**src/rtl/hmac_pkg.sv**
```systemverilog
// Shared definitions for the HMAC-Ascon receive path: FSM states, error codes
// and the default word/tag geometry used by both the verifier and the controller.
package hmac_pkg;

    localparam int HMAC_WORD_W    = 64;
    localparam int HMAC_TAG_WORDS = 4;

    typedef enum logic [2:0] {
        IDLE,
        TAG_RX,
        START,
        MSG_FWD,
        DRAIN,
        WAIT_TAG,
        COMPARE,
        REPORT
    } state_e;

    typedef enum logic [1:0] {
        NONE       = 2'd0,
        TIMEOUT    = 2'd1,
        OVERLENGTH = 2'd2
    } err_e;

    // Counter width for a range of n values, never narrower than one bit.
    function automatic int width_of(input int n);
        return (n > 1) ? $clog2(n) : 1;
    endfunction

endpackage

```
**src/rtl/hmac_tag_cmp.sv**
```systemverilog
// Word-serial tag comparator: one word per cycle, always TAG_WORDS cycles,
// so the time taken never reveals where (or whether) the tags differ.
module hmac_tag_cmp
    import hmac_pkg::*;
#(
    parameter int WORD_W    = HMAC_WORD_W,
    parameter int TAG_WORDS = HMAC_TAG_WORDS
) (
    input  logic              clk,
    input  logic              rst_n,
    input  logic              start,
    input  logic              clear,
    input  logic [WORD_W-1:0] tag_a [TAG_WORDS],
    input  logic [WORD_W-1:0] tag_b [TAG_WORDS],
    output logic              done,
    output logic              match
);

    localparam int               IDX_W    = width_of(TAG_WORDS);
    localparam logic [IDX_W-1:0] LAST_IDX = IDX_W'(TAG_WORDS - 1);

    logic              busy;
    logic [IDX_W-1:0]  idx;
    logic [WORD_W-1:0] diff;

    always_ff @(posedge clk or negedge rst_n) begin
        if (!rst_n) begin
            busy <= 1'b0;
            idx  <= '0;
            diff <= '0;
        end else if (clear) begin
            busy <= 1'b0;
            idx  <= '0;
            diff <= '0;
        end else if (start) begin
            busy <= 1'b1;
            idx  <= '0;
            diff <= '0;
        end else if (busy) begin
            // Accumulate every differing bit; no early exit on the first mismatch.
            diff <= diff | (tag_a[idx] ^ tag_b[idx]);
            if (idx == LAST_IDX) begin
                busy <= 1'b0;
                idx  <= '0;
            end else begin
                idx <= idx + 1'b1;
            end
        end
    end

    assign done  = busy && (idx == LAST_IDX);
    assign match = (diff == '0);

endmodule

```
**src/rtl/hmac_tag_verifier.sv**
```systemverilog
// Receive-side HMAC tag checker: captures the expected tag, drives the engine
// with the message and reports a constant-time match result with an error code.
module hmac_tag_verifier
    import hmac_pkg::*;
#(
    parameter int WORD_W         = HMAC_WORD_W,
    parameter int TAG_WORDS      = HMAC_TAG_WORDS,
    parameter int MAX_MSG_WORDS  = 1024,
    parameter int TIMEOUT_CYCLES = 4096
) (
    input  logic                        clk,
    input  logic                        rst_n,
    input  logic                        tag_valid,
    output logic                        tag_ready,
    input  logic [WORD_W-1:0]           tag_data,
    input  logic                        msg_valid,
    output logic                        msg_ready,
    input  logic [WORD_W-1:0]           msg_data,
    input  logic                        msg_last,
    output logic                        eng_start,
    output logic                        eng_msg_valid,
    input  logic                        eng_msg_ready,
    output logic [WORD_W-1:0]           eng_msg_data,
    output logic                        eng_msg_last,
    input  logic                        eng_tag_valid,
    input  logic [TAG_WORDS*WORD_W-1:0] eng_tag,
    output logic                        result_valid,
    input  logic                        result_ready,
    output logic                        result_ok,
    output logic [1:0]                  result_err
);

    localparam int                CNT_W    = width_of(MAX_MSG_WORDS);
    localparam int                TMR_W    = width_of(TIMEOUT_CYCLES);
    localparam int                TIDX_W   = width_of(TAG_WORDS);
    localparam logic [CNT_W-1:0]  CNT_LAST = CNT_W'(MAX_MSG_WORDS - 1);
    localparam logic [TMR_W-1:0]  TMR_LAST = TMR_W'(TIMEOUT_CYCLES - 1);
    localparam logic [TIDX_W-1:0] TAG_LAST = TIDX_W'(TAG_WORDS - 1);

    state_e             state, state_next;
    err_e               err;
    logic [WORD_W-1:0]  tag_q [TAG_WORDS];
    logic [WORD_W-1:0]  eng_q [TAG_WORDS];
    logic [TIDX_W-1:0]  tag_idx;
    logic [CNT_W-1:0]   cnt;
    logic [TMR_W-1:0]   timer;

    logic forced_last;
    logic fwd_fire;
    logic cmp_start;
    logic cmp_clear;
    logic cmp_done;
    logic cmp_match;

    assign forced_last = (cnt == CNT_LAST);
    assign fwd_fire    = (state == MSG_FWD) && msg_valid && eng_msg_ready;
    assign cmp_start   = (state == WAIT_TAG) && eng_tag_valid;
    assign cmp_clear   = (state == REPORT) && result_ready;

    always_comb begin
        state_next    = state;
        tag_ready     = 1'b0;
        msg_ready     = 1'b0;
        eng_start     = 1'b0;
        eng_msg_valid = 1'b0;
        eng_msg_data  = '0;
        eng_msg_last  = 1'b0;
        result_valid  = 1'b0;
        result_ok     = 1'b0;
        result_err    = NONE;

        case (state)
            IDLE: begin
                if (tag_valid) state_next = TAG_RX;
            end
            TAG_RX: begin
                tag_ready = 1'b1;
                if (tag_valid && (tag_idx == TAG_LAST)) state_next = START;
            end
            START: begin
                eng_start  = 1'b1;
                state_next = MSG_FWD;
            end
            MSG_FWD: begin
                // Pure pass-through so forwarding costs no cycles and backpressure is immediate.
                eng_msg_valid = msg_valid;
                msg_ready     = eng_msg_ready;
                eng_msg_data  = msg_data;
                eng_msg_last  = msg_last | forced_last;
                if (fwd_fire) begin
                    if (msg_last)         state_next = WAIT_TAG;
                    else if (forced_last) state_next = DRAIN;
                end
            end
            DRAIN: begin
                msg_ready = 1'b1;
                if (msg_valid && msg_last) state_next = WAIT_TAG;
            end
            WAIT_TAG: begin
                if (eng_tag_valid)          state_next = COMPARE;
                else if (timer == TMR_LAST) state_next = REPORT;
            end
            COMPARE: begin
                if (cmp_done) state_next = REPORT;
            end
            REPORT: begin
                result_valid = 1'b1;
                result_ok    = cmp_match && (err == NONE);
                result_err   = err;
                if (result_ready) state_next = IDLE;
            end
            default: state_next = IDLE;
        endcase
    end

    always_ff @(posedge clk or negedge rst_n) begin
        if (!rst_n) begin
            state   <= IDLE;
            err     <= NONE;
            tag_idx <= '0;
            cnt     <= '0;
            timer   <= '0;
            for (int i = 0; i < TAG_WORDS; i++) begin
                tag_q[i] <= '0;
                eng_q[i] <= '0;
            end
        end else begin
            state <= state_next;
            case (state)
                TAG_RX: begin
                    if (tag_valid) begin
                        tag_q[tag_idx] <= tag_data;
                        tag_idx        <= (tag_idx == TAG_LAST) ? '0 : tag_idx + 1'b1;
                    end
                end
                MSG_FWD: begin
                    if (fwd_fire) begin
                        cnt <= cnt + 1'b1;
                        if (!msg_last && forced_last) err <= OVERLENGTH;
                    end
                end
                WAIT_TAG: begin
                    if (eng_tag_valid) begin
                        for (int i = 0; i < TAG_WORDS; i++) begin
                            eng_q[i] <= eng_tag[i*WORD_W +: WORD_W];
                        end
                    end else if (timer == TMR_LAST) begin
                        err <= TIMEOUT;
                    end else begin
                        timer <= timer + 1'b1;
                    end
                end
                REPORT: begin
                    // Zeroise all secret-bearing and per-message state on exit.
                    if (result_ready) begin
                        err     <= NONE;
                        tag_idx <= '0;
                        cnt     <= '0;
                        timer   <= '0;
                        for (int i = 0; i < TAG_WORDS; i++) begin
                            tag_q[i] <= '0;
                            eng_q[i] <= '0;
                        end
                    end
                end
                default: ;
            endcase
        end
    end

    hmac_tag_cmp #(
        .WORD_W    (WORD_W),
        .TAG_WORDS (TAG_WORDS)
    ) u_cmp (
        .clk   (clk),
        .rst_n (rst_n),
        .start (cmp_start),
        .clear (cmp_clear),
        .tag_a (tag_q),
        .tag_b (eng_q),
        .done  (cmp_done),
        .match (cmp_match)
    );

endmodule

```
**config.mk**
```make
export PLATFORM = sky130hd
export DESIGN_NAME = hmac_tag_verifier
export DESIGN_NICKNAME = d
export VERILOG_FILES = /design/src/rtl/hmac_pkg.sv /design/src/rtl/hmac_tag_cmp.sv /design/src/rtl/hmac_tag_verifier.sv
export SDC_FILE = /design/constraint.sdc
export NUM_CORES = 1
export LEC_CHECK = 0
export ABC_AREA = 1
export BUFFER_PORTS_ARGS = -buffer_cell sky130_fd_sc_hd__buf_2
export CORE_ASPECT_RATIO = 0.75
export CORE_UTILIZATION = 62
export DETAILED_ROUTE_END_ITERATION = 6
export PLACE_DENSITY_LB_ADDON = 0.25
export SLEW_MARGIN = 0
export SYNTH_ARGS = -nofsm -noshare
export SYNTH_HDL_FRONTEND = slang
export SYNTH_SLANG_ARGS = --single-unit
```
**constraint.sdc**
```tcl
create_clock -name clk -period 4.2 [get_ports clk]
set_clock_uncertainty 0.05 [all_clocks]
set_input_delay 0.63 -clock clk [delete_from_list [all_inputs] [get_ports clk]]
set_output_delay 0.63 -clock clk [all_outputs]
set_load 0.005 [all_outputs]
```
[Word-level counts from Yosys, hierarchy flattened]
Cells that the tools add are included.
Word-level totals
  register bits: 608
  memory bits (read-only): 0
  latch bits: 0
  RAM bits: 0
  input bits: 392
  logic and storage cells: 139
  memories kept: 0
  output and inout port bits: 73
Cells by class
  add/sub/neg operators: 4
  bitwise gates (word level): 5
  shifts and indexed selects: 0
  reductions and logical operators: 25
  equal/unequal tests: 25
  div/mod/pow operators: 0
  mux-type cells: 61
  $lt $le $gt $ge: 3
  multiply operators: 0
Operators by type and width (count)
  $pmux 256 s2: 2
  $mux 256: 3
  $mux 64: 9
  $bmux 64 s2: 2
  $bwmux 256: 1
  $demux 64 s2: 1
  $logic_not 64->1: 1
  $or 64x64->64: 1
  $xor 64x64->64: 1
  $mux 12: 3
  $mux 3: 10
  $mux 2: 12
  $pmux 12 s2: 1
  $pmux 3 s8: 1
  $mux 10: 2
  $ne 2x2->1 const B: 10
  $pmux 10 s2: 1
  $add 12x1->12 const B: 1
  $eq 12x12->1 const B: 1
  $eq 3x3->1 const B: 4
  $add 10x1->10 const B: 1
  $eq 10x10->1 const B: 1
  $logic_and 1x1->1: 10
  $mux 1: 10
  other kinds (23): 34

[Logic depth before layout (Yosys ltp)]
  word-level depth: 9
  depth in mapped cells: 11
  mapped depth without buffers: 9

[By module]
From an unflattened synthesis, not the netlist that was laid out.
Unflattened totals
  cell total of the unflattened synthesis: 4255
  area, all modules: 31572.8 sq um
Modules (own cells, without submodules)
  hmac_tag_verifier: area an instance 22703.0 sq um, times used 1, cells each 2475
  hmac_tag_cmp: area an instance 8869.8 sq um, times used 1, cells each 1780

[Worst setup path after synthesis]
No wires, ideal clock.
  kind: flip-flop to output port
  start: register state[2]
  end: output port eng_msg_data[23]
  cell stages (with the launch flop): 7
  setup slack: 2181 ps
  arrival time: 1339 ps
  cell sequence: dfrtp_1 buf_6 nor2_1 inv_1 buf_2 buf_2 nor2_1
Between the ends
  longest elaborated chain between the ends: 2
RTL lines
  start, declared: RTL line hmac_tag_verifier.sv:40  | state_e state, state_next;
  start signal, assigned: RTL line hmac_tag_verifier.sv:128  | state <= state_next;
  $eq 3x2->1: RTL line hmac_tag_verifier.sv:72  | case (state)
  $mux 64: RTL line hmac_tag_verifier.sv:72
  end, declared: RTL line hmac_tag_verifier.sv:23  | output logic [WORD_W-1:0] eng_msg_data,
Every way passes these cells.

[Final worst setup path]
  start: register state[2]
  end: output port result_ok
Between the ends
  longest elaborated chain between the ends: 2
RTL lines
  $eq 3x3->1: RTL line hmac_tag_verifier.sv:72
  $mux 1: RTL line hmac_tag_verifier.sv:72
  end, declared: RTL line hmac_tag_verifier.sv:29  | output logic result_ok,
Every way passes these cells.

==> flow_summary_export.csv <==
group,metric,value,unit
run_status,status,"completed",
timing,fmax,0.2993,GHz
timing,finalSetupTns,0,ps
worst_setup_path,end_kind,"output port",
finish,multiInputGateArea,0.01109,mm^2
pwr,power_frac_clock,21.3,%
logic_synthesis,ys_warn_count,0,
pwr,sequentialPowerShare,39.1,%
cts,clkLatencyLatePin,620,ps
pwr,pwr_density_cell,740.7,mW/mm^2
route,firstDrtPassIters,6,
worst_setup_path,critPathMaxFanout,12,
pwr,p_leak,0.01713,uW
route,wl_per_cell,19.19,um
logic_synthesis,synthArstFlopShare,100.0,%
timing,max-slew-margin-rel,25.14,%
route,drtAntennaViolNets,0,
place,dp_cells,4505,
route,drc,0,
route,drtIter0Drc,2859,
pwr,power,25040,uW
cts,cts_root_buffer,"clkbuf_16",
logic_synthesis,ys_types,37,
cts,cts_inserted_buffers,57,
worst_setup_path,rr_startpoint,"state[2]$_DFFE_PN0P_",
cts,clk_path_buf_depth,3,
worst_setup_path,cp.arrival,2660,ps
cts,cts-resized-gates,0,
grt,grt_pass1_vias,26170,
cts,ctsHoldBuffers,1,
finish,drive_gt1_share,16.21,%
place,port_buffers,464,
hold_path,hold_path.startpoint,"eng_tag[91]",
place,place_congestion,0.9349,
timing,fin_crit_sh,79.56,%
floorplan,coreArea,0.04637,mm^2
grt,grtUsageTotal,37.06,%
pwr,p_sw_share,40.80,%
hold_path,min_path_type,"input port to flip-flop",
finish,final_nets,4334,
timing,rsz0062_at_grt,"no",
worst_setup_path,crit_start,"state[2]$_DFFE_PN0P_",
timing,tightest_slew,1123,ps
timing,finalHoldWorstSlack,165.3,ps
cts,cts-htree-levels,2,
timing,finalSetupViolCount,0,
grt,antenna_found_initial,15,
floorplan,initial_core_util,63.40,%
finish,seq_area,0.01522,mm^2
floorplan,die_area,0.04830,mm^2
logic_synthesis,yosys-top-cells-count,"nand2_1 (730), dfrtp_1 (608), inv_1 (503)",
finish,layout.cells.non_filler,4622,
logic_synthesis,synth.cell_area,0.02940,mm^2
logic_synthesis,ys_seq_area_share,51.75,%
route,routed_wirelength,88690,um
logic_synthesis,ys_ff_latch,608,
floorplan,die_width,253.4,um
grt,grt_max_degree,188,
logic_synthesis,dominantRegCellSynth,"dfrtp_1",
cts,clock-sinks,608,
finish,area_delta_synth_final,14.96,%
finish,nFillCells,3640,
route,routed_via_density,5.850,
cts,clkSlewWorstSetupHoldPaths,60,ps
grt,overflow,0,
logic_synthesis,synth_top_area_cell,"dfrtp_1",
timing,maxSlewViolCount,0,
floorplan,row_count,68,
floorplan,fp.dieH,190.6,um
place,dp_hpwl,54040,um
pwr,irDropWorstVdd,918.0,uV
cts,cts_tree,"yes",
worst_setup_path,critPathLaunchType,"flip-flop",
logic_synthesis,synth_area_per_cell,8.176,um^2
route,num_vias,27040,
logic_synthesis,synth_area_leaders,"dfrtp_1 (52%), nand2_1 (9.3%), inv_1 (6.4%)",
pwr,pwr-share-comb,39.6,%
logic_synthesis,synth_top_area_share,51.75,%
logic_synthesis,syn_nets,3995,
grt,grt_pass1_wl,140200,um
timing,hold_violations,0,
worst_setup_path,cp.required,3520,ps
flow_run,maxCapViolations,0,
pwr,switching_power,10220,uW
floorplan,pin_count,465,
logic_synthesis,synth_edf_count,0,
logic_synthesis,synth_cells,3596,
timing,period_needed,3342,ps
logic_synthesis,synth_most_common_cell,"nand2_1",
pwr,p_int,14820,uW
worst_setup_path,crit_type,"flip-flop to output port",
timing,finalWorstSetupSlack,858.4,ps
place,dp_slack,1372,ps
cts,post_cts_buffers,0,
power groups by stage:
stage,Clock [uW],Sequential (uW),Combinational [uW]
4_1_cts,5370,9730,9780
6_report,5340,9780,9920
3_3_place_gp,0,9700,9370
3_5_place_dp,0,9780,9670
2_1_floorplan,0,9320,7340
5_1_grt,5610,10000,11100
cell families (layout without fill, tap and decap cells):
kind of cell               count (synthesis)  in the layout  synth area share (%)
DFF                                      608            608                 51.75
buffers and inverters                    740           1124                 10.65
and+or+nand+nor                         1386           1386                 20.20
AOI/OAI and AO/OA                        852            852                 17.01
other                                      0             12                     0
adders and majority gates                  7              7                0.2979
xor gates and xnor gates                   3              3               0.08939
routing by layer:
layer  track usage [%]  part of all wire [%]  vias up
li1                  -                     -    12530
met1             51.78                    41    12910
met2             57.56                    46     1360
met3             7.658                   9.9      222
met4             13.52                   3.2       20
met5                 0                  0.14        -
flip-flops by register name, indices dropped and copies added, names as in the netlist:
register,flops
eng_q,256
tag_q,256
u_cmp.diff,64
timer,12
cnt,10
state,3
err,2
tag_idx,2
u_cmp.idx,2
u_cmp.busy,1
cells in the final DEF (no fill, tap or decap), drive strengths merged, types with 2 or more instances in the layout:
cell      netlist  routed
nand3         308     308
o211ai         40      40
nor2          245     245
a21oi         171     171
a22o          101     101
bufinv          0       5
nor3            6       6
o22ai         128     128
dfrtp         608     608
inv           511     512
nor4            2       2
ha              7       7
clkinv          1      14
xor2            3       3
nand4          86      86
nand2         735     735
diode           0      12
clkinvlp        0       4
clkbuf         66      81
buf           162     507
o21bai          2       2
o21ai         409     409
nand3b          3       3
worst paths after layout:
check                                          to  slack [ps]  cells after the start
setup / recovery                        result_ok         860                      7
hold / removal             eng_q[155]$_DFFE_PN0P_         170                      3
setup reg to reg            eng_q[67]$_DFFE_PN0P_        1360                      6
hold reg to reg             tag_q[53]$_DFFE_PN0P_         430                      2
max in group asynchronous  tag_q[228]$_DFFE_PN0P_        2490                      3
min in group asynchronous   eng_q[71]$_DFFE_PN0P_         580                      2
cell type report:
type                    instances  share of cell area [%]
clock inverters                23                  0.7848
flip-flops and latches        608                   45.04
multi-input cells            2248                   32.82
well taps                     630                   2.332
diodes                         12                 0.08885
repair buffers                508                   8.366
clock buffers                  81                   4.846
inverters                     512                   5.719
per-stage QoR:
stage          area, um^2  utilization, %
3_5_place_dp        31860           68.70
4_1_cts             33770           72.83
2_1_floorplan       29400               -
6_report            33800           72.89
3_3_place_gp        31860           68.70
5_1_grt             33780           72.85
critical path, cell delays in order, from the launching register on:
cell	delay (ps)
dfrtp_1	630
inv_2	150
nor2_8	220
nand4_1	260
nor3_1	290
nand2_1	90
nor2_1	240
buf_2	170
Power figures use the tool's default switching activity.
